--- src/rtl/window7_gen.sv ---
// window7_gen: 7-tap horizontal sliding window generator with edge-clamped row borders
// Ports: clk, rst_n (sync, active-low); in_pix/in_valid/in_ready pixel stream in;
//        win_1..win_7 (win_4 = centre), out_col, out_sol, out_eol, out_valid/out_ready window stream out.
module window7_gen #(
  parameter int DATA_WIDTH = 8,
  parameter int LINE_WIDTH = 640,
  parameter int CNT_WIDTH  = 16
) (
  input  logic                  clk,
  input  logic                  rst_n,
  input  logic [DATA_WIDTH-1:0] in_pix,
  input  logic                  in_valid,
  output logic                  in_ready,
  output logic [DATA_WIDTH-1:0] win_1,
  output logic [DATA_WIDTH-1:0] win_2,
  output logic [DATA_WIDTH-1:0] win_3,
  output logic [DATA_WIDTH-1:0] win_4,
  output logic [DATA_WIDTH-1:0] win_5,
  output logic [DATA_WIDTH-1:0] win_6,
  output logic [DATA_WIDTH-1:0] win_7,
  output logic [CNT_WIDTH-1:0]  out_col,
  output logic                  out_sol,
  output logic                  out_eol,
  output logic                  out_valid,
  input  logic                  out_ready
);
  typedef enum logic [1:0] {FILL, RUN, FLUSH} state_t;
  if (LINE_WIDTH < 4 || LINE_WIDTH > 65535 || (64'd1 << CNT_WIDTH) <= 64'(LINE_WIDTH)) begin : g_bad_param
    $error("window7_gen: illegal LINE_WIDTH/CNT_WIDTH combination");
  end
  state_t state_q, state_d;
  logic [CNT_WIDTH-1:0] col_in_q, col_in_d, out_col_q, out_col_d, load_col;
  logic [1:0] fl_q, fl_d;
  logic [DATA_WIDTH-1:0] sr_q [7], sr_d [7], sh [7], win_q [7], win_d [7];
  logic out_valid_q, out_valid_d, out_sol_q, out_sol_d, out_eol_q, out_eol_d;
  logic load_ok, acc, load, fill_acc;
  always_comb begin
    load_ok = !out_valid_q || out_ready;
    in_ready = state_q == FILL || (state_q == RUN && load_ok);
    acc = in_valid && in_ready;
    fill_acc = state_q == FILL && acc;
    load = state_q == FLUSH ? load_ok : state_q == RUN && acc;
    // flush columns are counted separately so col_in never has to exceed LINE_WIDTH-1
    load_col = state_q == FLUSH ? CNT_WIDTH'(LINE_WIDTH - 3) + CNT_WIDTH'(fl_q) : col_in_q - CNT_WIDTH'(3);
    for (int i = 0; i < 6; i++) sh[i] = sr_q[i + 1];
    // past the row end the newest pixel is replicated (right clamp)
    sh[6] = state_q == FLUSH ? sr_q[6] : in_pix;
    for (int i = 0; i < 7; i++) begin
      // column 0 floods every tap so the left taps read p0 (left clamp)
      sr_d[i] = fill_acc && col_in_q == '0 ? in_pix : fill_acc || load ? sh[i] : sr_q[i];
      win_d[i] = load ? sh[i] : win_q[i];
    end
    out_valid_d = load || (out_valid_q && !out_ready);
    out_col_d = load ? load_col : out_col_q;
    out_sol_d = load ? load_col == '0 : out_sol_q;
    out_eol_d = load ? load_col == CNT_WIDTH'(LINE_WIDTH - 1) : out_eol_q;
    col_in_d = acc ? (col_in_q == CNT_WIDTH'(LINE_WIDTH - 1) ? '0 : col_in_q + CNT_WIDTH'(1)) : col_in_q;
    fl_d = state_q == FLUSH && load_ok ? (fl_q == 2'd2 ? 2'd0 : fl_q + 2'd1) : fl_q;
    state_d = fill_acc && col_in_q == CNT_WIDTH'(2) ? RUN
            : state_q == RUN && acc && col_in_q == CNT_WIDTH'(LINE_WIDTH - 1) ? FLUSH
            : state_q == FLUSH && load_ok && fl_q == 2'd2 ? FILL : state_q;
  end
  always_ff @(posedge clk) begin
    if (!rst_n) begin
      state_q <= FILL;
      col_in_q <= '0;
      fl_q <= '0;
      sr_q <= '{default: '0};
      win_q <= '{default: '0};
      out_valid_q <= 1'b0;
      out_col_q <= '0;
      out_sol_q <= 1'b0;
      out_eol_q <= 1'b0;
    end else begin
      state_q <= state_d;
      col_in_q <= col_in_d;
      fl_q <= fl_d;
      sr_q <= sr_d;
      win_q <= win_d;
      out_valid_q <= out_valid_d;
      out_col_q <= out_col_d;
      out_sol_q <= out_sol_d;
      out_eol_q <= out_eol_d;
    end
  end
  assign win_1 = win_q[0];
  assign win_2 = win_q[1];
  assign win_3 = win_q[2];
  assign win_4 = win_q[3];
  assign win_5 = win_q[4];
  assign win_6 = win_q[5];
  assign win_7 = win_q[6];
  assign out_col = out_col_q;
  assign out_sol = out_sol_q;
  assign out_eol = out_eol_q;
  assign out_valid = out_valid_q;
endmodule
--- config.mk ---
export PLATFORM = sky130hd
export DESIGN_NAME = window7_gen
export DESIGN_NICKNAME = d
export VERILOG_FILES = /design/src/rtl/window7_gen.sv
export SDC_FILE = /design/constraint.sdc
export NUM_CORES = 1
export LEC_CHECK = 0
export ABC_CLOCK_PERIOD_IN_PS = 1800
export CAP_MARGIN = 30
export CORE_ASPECT_RATIO = 0.5
export CORE_MARGIN = 2
export CORE_UTILIZATION = 50
export CTS_BUF_LIST = sky130_fd_sc_hd__clkbuf_8
export DETAILED_ROUTE_END_ITERATION = 8
export GPL_ROUTABILITY_DRIVEN = 0
export PLACE_DENSITY = 0.77
export SYNTH_ARGS = -nofsm -noshare
export SYNTH_HDL_FRONTEND = slang
export SYNTH_SLANG_ARGS = --single-unit
--- constraint.sdc ---
create_clock -name clk -period 1.8 [get_ports clk]
set_clock_uncertainty 0.1 [all_clocks]
set_input_delay 0.18 -clock clk [delete_from_list [all_inputs] [get_ports clk]]
set_output_delay 0.18 -clock clk [all_outputs]
set_load 0.05 [all_outputs]
==> out/metrics.yaml <==
run_status: "finished with violations"
violations: "setup timing"
finalCritPeriodShare_pct: 117
design_area_sq_mm: 0.00895
via_per_inst: 5.52
power_density_mw_per_mm2: 768
p_comb_share_pct: 13.0
num_rows: 29
synthCells: 762
numCtsBuffers: 17
core-area_sq_mm: 0.0127
ys.flop_type: "dfxtp_1"
ios: 88
drt_iter0_drc: 302
internal-power_w: 0.00482
setup_viol: 62
syn_to_final_growth_pct: 38.1
slew_headroom_pct: 65.7
fillers: 950
dr.pass1.iters: 5
pwr-share-clk_pct: 37.9
yosysWarnings: 0
cp.arrival_ps: 2390
critPathKind: "flip-flop to flip-flop"
swShare_pct: 29.9
whs_ps: 177
setup_ws_ps: -311
drcViolationCount: 0
pre_cts_slack_ps: -456
holdBufCountCts: 0
seqPwrFrac_pct: 49.2
holdPathStages: 4
netlist_area_sq_mm: 0.00648
max-clock-path-buffers: 2
nets: 931
max_freq_mhz: 474
numClockSinks: 143
vias: 6041
antenna_found_initial: 0
synth_most_common_cell: "nand2_1"
synth_top_cell_by_area: "dfxtp_1"
synth-seq-cells: 143
start_util_pct: 51.2
seq_area_frac_synth_pct: 44.1
syn_nets: 781
critPathRequiredTime_ps: 2080
maxCapViolations: 0
p_switching_w: 0.00206
min_period_ps: 2110
grt_pass1_vias: 5815
htree_levels: 4
yosys-top-cells-count: "149 x nand2_1, 143 x dfxtp_1, 72 x a21oi_1"
total_power_w: 0.00688
synth_edf_count: 0
tns_ps: -8190
diodes: 0
worst_slew_pin_slew_ps: 517
drive_gt1_share_pct: 31.9
wirelength_um: 17900
leakage_nw: 3.74
crit_path_start_kind: "flip-flop"
synth_top_area_share_pct: 44.1
gr-usage-all-layers_pct: 25.9
synthTopCellsByArea: "dfxtp_1 44%, nand2_1 8.6%, a21boi_0 7.8%"
drv_slew: 0
hp-class: "primary input to flip-flop"
grt_max_degree: 94
grt_overflow_total: 0
die_x_um: 165
cp_max_fo: 3
endpoint_kind: "flip-flop"
cts-root-buf: "clkbuf_8"
place_hpwl_um: 11600
worst_ir_drop_vdd_mv: 0.457
cts_tree: "built"
die_h_um: 84.5
rsz0062_at_grt: "yes"
ant_nets: 0
place_area_sq_mm: 0.00806
clock_latency_ps: 470
hold_viol: 0
synthArstFlopShare_pct: 0
die_area_sq_mm: 0.0140
cts.clk_slew.worst_paths_ps: 80
grt_first_pass_wirelength_um: 28500
syn_avg_cell_area_sq_um: 8.51
routedWlPerCell_um: 16.3
yosysUniqueCellTypes: 51
port_buffers: 87
ff2ff_path_depth: 6
[cells by family (layout without fill, tap and decap cells)]
kind of cell | count (synthesis) | in the layout | synth area share (%)
simple gates | 265 | 265 | 20.6
fa+ha+maj | 7 | 7 | 1.35
buf+inv | 75 | 238 | 5.27
compound gates | 245 | 245 | 25.0
flops | 143 | 143 | 44.1
xor+xnor | 27 | 27 | 3.65
[placed cells by master (no fill, tap or decap), types with 4 or more instances in the layout]
master	count
a21boi_0	64
a21oi_1	44
a21oi_2	48
and2_1	6
buf_12	12
buf_4	121
buf_6	16
clkbuf_8	17
clkdlybuf4s50_1	9
dfxtp_1	131
dfxtp_2	5
dfxtp_4	7
dlygate4sd2_1	29
ha_1	6
inv_1	14
inv_6	7
nand2_1	149
nand2b_1	5
nand3_1	15
nand4_1	10
nor2_1	26
nor2_8	7
nor2b_1	4
nor3_2	5
nor3_4	6
o211a_1	10
o211ai_1	13
o21ai_0	44
xnor2_1	10
xor2_1	13
[final timing paths]
| path | startpoint | slack [ps] | to |
|---|---|---|---|
| worst min register to register | out_col[0]$_SDFFE_PN0P_ | 360 | out_col[0]$_SDFFE_PN0P_ |
| worst min-delay path | rst_n | 180 | out_sol$_SDFFE_PN0P_ |
| worst max register to register | col_in_q[5]$_SDFFE_PN0P_ | -310 | out_eol$_SDFFE_PN0P_ |
| worst max-delay path | col_in_q[5]$_SDFFE_PN0P_ | -310 | out_eol$_SDFFE_PN0P_ |
[timing repair]
| action | CTS | global route |
|---|---|---|
| pin swaps | 33 | 17 |
| cloned | 2 | 0 |
| endpoints found under the setup margin | 93 | 70 |
| gates resized for setup | 81 | 43 |
| setup buffers | 10 | 7 |
[layout make-up]
class / instances / area (sq um) / area share (%)
clock buffers: 17 / 234 / 2.61
clock inverters: 15 / 163 / 1.82
inverters: 14 / 52.6 / 0.587
multi-input cells: 544 / 3640 / 40.6
flip-flops and latches: 143 / 2900 / 32.3
well taps: 170 / 213 / 2.38
repair buffers: 192 / 1760 / 19.7
[metrics by stage]
step           utilization, %  instances
2_1_floorplan               -        762
3_3_place_gp             63.7       1048
3_5_place_dp             63.7       1048
4_1_cts                  69.1       1091
5_1_grt                  70.7       1095
6_report                 70.7       1095
[worst max-delay path: stages (launching register included)]
cell and delay [ps]:
dfxtp_4 380, nor4_4 390, nand2_1 110, xor2_1 220
o211ai_1 150, or3b_4 440, o31ai_2 250
[sequential cells by signal, summed over array words and instances (netlist names), 2 cells and up]
register and flops:
sh 48, col_in_q 16, out_col 16, win_1 8, win_2 8, win_3 8, win_4 8, win_5 8
win_6 8, win_7 8, fl_q 2, state_q 2
[per-layer routing]
metal / GRT usage [%] / vias to the layer above / part of all wire [%]
li1: - / 2916 / -
met1: 32.1 / 2941 / 42
met2: 44.4 / 147 / 51
met3: 5.83 / 37 / 5.0
met4: 9.72 / 0 / 2.2
met5: 0 / - / 0
[power by group through the flow]
stage / Combinational [W] / Clock, W / Sequential, W
after floorplan: 0.000489 / 0 / 0.00348
after global placement: 0.000745 / 0 / 0.00345
after detailed placement: 0.000766 / 0 / 0.00345
after CTS: 0.000840 / 0.00263 / 0.00338
after global routing: 0.000962 / 0.00279 / 0.00339
final: 0.000892 / 0.00260 / 0.00338
Power figures use the tool's default switching activity.
